===== src/rtl/cache_control.sv =====
// rtl/cache_control.sv - L1 read-only cache sequencing FSM with per-set tree-PLRU victim selection
// Optional build macro CACHE_PERF_CNT_EN adds hit_count/miss_count outputs.
module cache_control #(
  parameter int s_index  = 4,
  parameter int num_ways = 4
) (
  input  logic                clk,
  input  logic                rst,
  input  logic                mem_read,
  input  logic [s_index-1:0]  mem_index,
  output logic                mem_resp,
  input  logic [num_ways-1:0] hit_way,
  input  logic [num_ways-1:0] valid_way,
  output logic                load_mem_rdata,
  output logic                load_cache,
  output logic [num_ways-1:0] way_we,
  output logic                pmem_read,
  input  logic                pmem_resp
`ifdef CACHE_PERF_CNT_EN
  ,
  output logic [31:0]         hit_count,
  output logic [31:0]         miss_count
`endif
);

  localparam int num_sets = 2 ** s_index;

  typedef enum logic [2:0] {
    IDLE      = 3'd0,
    TAG_CHECK = 3'd1,
    ALLOCATE  = 3'd2,
    WRITE     = 3'd3,
    REREAD    = 3'd4
  } state_t;

  state_t     state;
  logic [1:0] victim;
  logic       replay;
  logic [2:0] plru [num_sets];

  logic       hit;
  logic [1:0] hit_idx;
  logic [2:0] plru_cur;
  logic [1:0] plru_victim;
  logic [1:0] invalid_victim;
  logic [1:0] miss_victim;
  logic       tc_active;

  // Tree-PLRU update: point the tree away from the way just accessed.
  function automatic logic [2:0] plru_next(input logic [2:0] cur, input logic [1:0] w);
    logic [2:0] n;
    n = cur;
    if (w[1] == 1'b0) begin
      n[0] = 1'b1;
      n[1] = (w == 2'd0);
    end else begin
      n[0] = 1'b0;
      n[2] = (w == 2'd2);
    end
    return n;
  endfunction

  // Hit detection, victim choice and PLRU lookup for the currently indexed set.
  always_comb begin
    hit      = |hit_way;
    plru_cur = plru[mem_index];

    // Lowest hit way wins so a corrupted multi-hit still yields a defined PLRU update.
    if (hit_way[0])      hit_idx = 2'd0;
    else if (hit_way[1]) hit_idx = 2'd1;
    else if (hit_way[2]) hit_idx = 2'd2;
    else                 hit_idx = 2'd3;

    if (plru_cur[0]) plru_victim = plru_cur[2] ? 2'd3 : 2'd2;
    else             plru_victim = plru_cur[1] ? 2'd1 : 2'd0;

    if (!valid_way[0])      invalid_victim = 2'd0;
    else if (!valid_way[1]) invalid_victim = 2'd1;
    else if (!valid_way[2]) invalid_victim = 2'd2;
    else                    invalid_victim = 2'd3;

    miss_victim = (&valid_way) ? plru_victim : invalid_victim;
  end

  // Strobes are decoded from the registered state; the hit response and the refill
  // write must land in the same cycle as hit_way / pmem_resp, and reset masks them all.
  always_comb begin
    tc_active      = !rst && (state == TAG_CHECK) && mem_read;
    mem_resp       = tc_active && hit;
    load_mem_rdata = tc_active && hit;
    pmem_read      = !rst && (state == ALLOCATE);
    load_cache     = pmem_read && pmem_resp;
    way_we         = load_cache ? (4'b0001 << victim) : '0;
  end

  // Main sequencer: state, victim latch, replay marker, PLRU and optional counters.
  always_ff @(posedge clk) begin
    if (rst) begin
      state  <= IDLE;
      victim <= 2'd0;
      replay <= 1'b0;
      for (int i = 0; i < num_sets; i++) begin
        plru[i] <= 3'b000;
      end
`ifdef CACHE_PERF_CNT_EN
      hit_count  <= 32'd0;
      miss_count <= 32'd0;
`endif
    end else begin
      case (state)
        IDLE: begin
          replay <= 1'b0;
          if (mem_read) state <= TAG_CHECK;
        end
        TAG_CHECK: begin
          if (!mem_read) begin
            // Requester abandoned the access (possibly mid-miss): drop silently.
            state <= IDLE;
          end else if (hit) begin
            plru[mem_index] <= plru_next(plru_cur, hit_idx);
            state           <= IDLE;
`ifdef CACHE_PERF_CNT_EN
            if (!replay) hit_count <= hit_count + 32'd1;
`endif
          end else begin
            victim <= miss_victim;
            state  <= ALLOCATE;
`ifdef CACHE_PERF_CNT_EN
            miss_count <= miss_count + 32'd1;
`endif
          end
        end
        ALLOCATE: begin
          if (pmem_resp) state <= REREAD;
        end
        REREAD: begin
          // Bubble while the arrays re-read the freshly written set.
          replay <= 1'b1;
          state  <= TAG_CHECK;
        end
        default: state <= IDLE;
      endcase
    end
  end

endmodule


===== config.mk =====
export PLATFORM = sky130hd
export DESIGN_NAME = cache_control
export DESIGN_NICKNAME = d
export VERILOG_FILES = /design/src/rtl/cache_control.sv
export SDC_FILE = /design/constraint.sdc
export NUM_CORES = 1
export LEC_CHECK = 0
export ABC_AREA = 1
export CAP_MARGIN = 10
export CORE_ASPECT_RATIO = 0.6
export CORE_MARGIN = 5
export CORE_UTILIZATION = 25
export DETAILED_ROUTE_END_ITERATION = 6
export SLEW_MARGIN = 15
export SYNTH_ARGS = -nofsm -noshare
export SYNTH_HDL_FRONTEND = slang
export SYNTH_SLANG_ARGS = --single-unit
export TNS_END_PERCENT = 10

===== constraint.sdc =====
create_clock -name clk -period 1.8 [get_ports clk]
set_input_delay 0.45 -clock clk [delete_from_list [all_inputs] [get_ports clk]]
set_output_delay 0.45 -clock clk [all_outputs]
set_load 0.005 [all_outputs]

==> flow_summary.toml <==
[run_status]
outcome = "complete, but fails checks"
violations = "setup timing"

[final_layout]
final_core_util_pct = 36.15
fin_cells = 555
antenna_cells = 0
final.fill_count = 1091
area_growth_pct = 38.84
nNetsFinal = 431
drive_above_1_share_pct = 31.01
fin_area_um2 = 3882

[place]
place_hpwl_um = 5027
place_inst = 537
port_buffers = 23
placed_area_um2 = 3488
gp_congestion = 0.8240

[yosys]
seq_area_frac_synth_pct = 55.12
syn_area_per_cell_um2 = 8.177
netlist_top_cells_count = "nand2_1, nor2_1, edfxtp_1, inv_1, nor2_2"
syn_inst = 342
async_flop_share_pct = 0
synth_top_area_cell = "edfxtp_1"
synth_ff_type = "edfxtp_1"
synth_nets = 358
yosysTopAreaCellShare_pct = 51.54
yosys_warnings = 0
syn_area_um2 = 2796
synthTopCellsByArea = "edfxtp_1, nand2_1, nor2_1"
synth-seq-cells = 53
synth.most_common_cell = "nand2_1"
synth_cell_type_count = 23
synth_edf_count = 48

[die]
core_um2 = 10740
num_rows = 29
start_util_pct = 26.04
die-area_um2 = 13470
die_h_um = 91.93
pin_count = 24
dieWidth_um = 146.5

[grt]
globalRouteMet3Util_pct = 3.300
antenna_found_initial = 0
top_usage_layer = "met2"
met1_usage_pct = 16.13
grt-ovfl-total = 0
grt_pass1_vias = 2477
grt_pass1_wl_um = 12410
grt_max_degree = 25
use_met2_pct = 17.81
grt_usage_pct = 11.70

[worst_setup_path]
reg2reg_slack_ns = -0.03
worstPathRequired_ns = 1.35
arrival_ns = 1.40
worstSetupStartpoint = "pmem_resp"
crit_path_start_kind = "input port"
criticalPathCategory = "input port to primary output"
critPathTopFamily = "buffers and inverters"
slowest_delay_ns = 0.51
end_kind = "primary output"
crit_path_top_delay_cell = "clkdlybuf4s50_1"
crit_path_max_fanout = 5
cp_cell_sequence = "clkdlybuf4s50_1, nand2_2, buf_6, nor3_2, buf_2"
timing.rr.end = "plru[11][2]"
cp.depth = 5
rr_startpoint = "state[0]"
worst_r2r_path_depth = 9
critPathBufInv = 3
worstSetupEndpoint = "way_we[2]"

[power]
total_leakage_power_nw = 1.751
powerDensity_nw_per_um2 = 708.6
peakVddDrop_mv = 0.2642

[drt]
post-route-drc-count = 0
drt.antenna.violating_nets = 0
routed-via-count = 2436
avgViaCountPerCell = 4.389
drtIter0Drc = 173
dr.pass1.iters = 5
wirelength_um = 7321
wl_per_cell_um = 13.19

[timing]
max_freq_mhz = 540.0
timing_hold_violations_final = 0
clock_skew_ns = 0.002749
fin_crit_sh_pct = 102.9
rsz0062_at_grt = "yes"
setup_violations = 18
worst_slack_ns = -0.05177
report.final.slew_viol_count = 0
min_period_ns = 1.852
max_slew_margin_pct = 78.32
tightestPinTransition_ns = 0.3241
whs_ns = 0.5360

[hold_path]
holdCritPathClass = "flop to flop"

[clock_tree]
cts_tree = "built"
clock-sinks = 53
worstSkewPairLatency_ns = 0.29
path_clk_slew_ns = 0.06
h-tree-depth = 2
cts_hold_buf = 0
cts_root_buf = "clkbuf_16"
clk_path_buf_depth = 2
cts_buffers = 5

[flow_run]
max_cap_violations = 0
## stage by stage
| stage | setup slack [ns] | setup TNS [ns] | power, mW |
|---|---|---|---|
| floorplan | 0.04786 | 0 | 1.596 |
| detailed placement | -0.7511 | -48.28 | 1.759 |
| global route | -0.1094 | -2.348 | 2.891 |
| CTS | -0.04922 | -0.1791 | 2.762 |
| global placement | -0.6886 | -45.24 | 1.754 |
| finish | -0.05177 | -0.3557 | 2.751 |
## tightest hold or removal path, delay by kind of cell (launching register included)
family,cells,cell delay (ns)
DFF,1,0.35
and+or+nand+nor,1,0.08
AOI/OAI and AO/OA,1,0.06
## cell families (layout without fill, tap and decap cells)
logic type | Yosys count | in the layout | synth area share, %
AO/OA/AOI/OAI | 8 | 8 | 1.790
flip-flops | 53 | 53 | 55.12
AND/OR/NAND/NOR | 249 | 249 | 36.64
buffers and inverters | 32 | 106 | 6.442
## layout by cell type, fill, tap and decap left out, drive strengths merged
| cell | count |
|---|---|
| o21ai | 3 |
| dfxtp | 5 |
| edfxtp | 48 |
| clkinv | 1 |
| clkdlybuf4s15 | 2 |
| nand4 | 1 |
| nand3 | 5 |
| dlygate4sd2 | 6 |
| clkbuf | 9 |
| buf | 63 |
| nand2 | 169 |
| o2111a | 1 |
| nor2 | 66 |
| inv | 19 |
| nor4 | 1 |
| clkdlybuf4s50 | 6 |
| nor3 | 7 |
| a21oi | 4 |
## layout make-up
class,instances,area [µm²],area share (%)
clock buffers,8,146.4,3.771
well taps,139,173.9,4.480
multi-input cells,257,1244,32.03
repair buffers,78,690.7,17.79
flip-flops and latches,53,1545,39.80
inverters,20,82.58,2.127
## worst min-delay path by stage
stage                          from        end  slack [ns]  cells after the start
after floorplan           victim[1]  victim[1]        0.47                      2
after global placement    victim[1]  victim[1]        0.49                      2
after detailed placement  victim[1]  victim[1]        0.50                      2
after CTS                 victim[1]  victim[1]        0.53                      2
after global routing      victim[1]  victim[1]        0.58                      2
final                     victim[1]  victim[1]        0.54                      2
## state kept, by name (all words and copies together) (netlist names)
name	cells
victim	2
plru	48
state	3
## layer usage
layer / vias up / share of wire (%)
met5: - / 0
met4: 0 / 1.1
met3: 8 / 6.1
met2: 55 / 44
met1: 1145 / 48
li1: 1228 / -
## power breakdown
part,switching [mW],internal (mW)
clock network,0.410,0.555
logic,0.231,0.164
registers,0.0126,1.38
## timing repair
item	CTS	global route
endpoints found under the setup margin	99	80
setup buffers	10	0
cloned	1	0
pin swaps	9	6
gates resized for setup	75	30
Note: power is estimated with default switching activity, not from simulation.
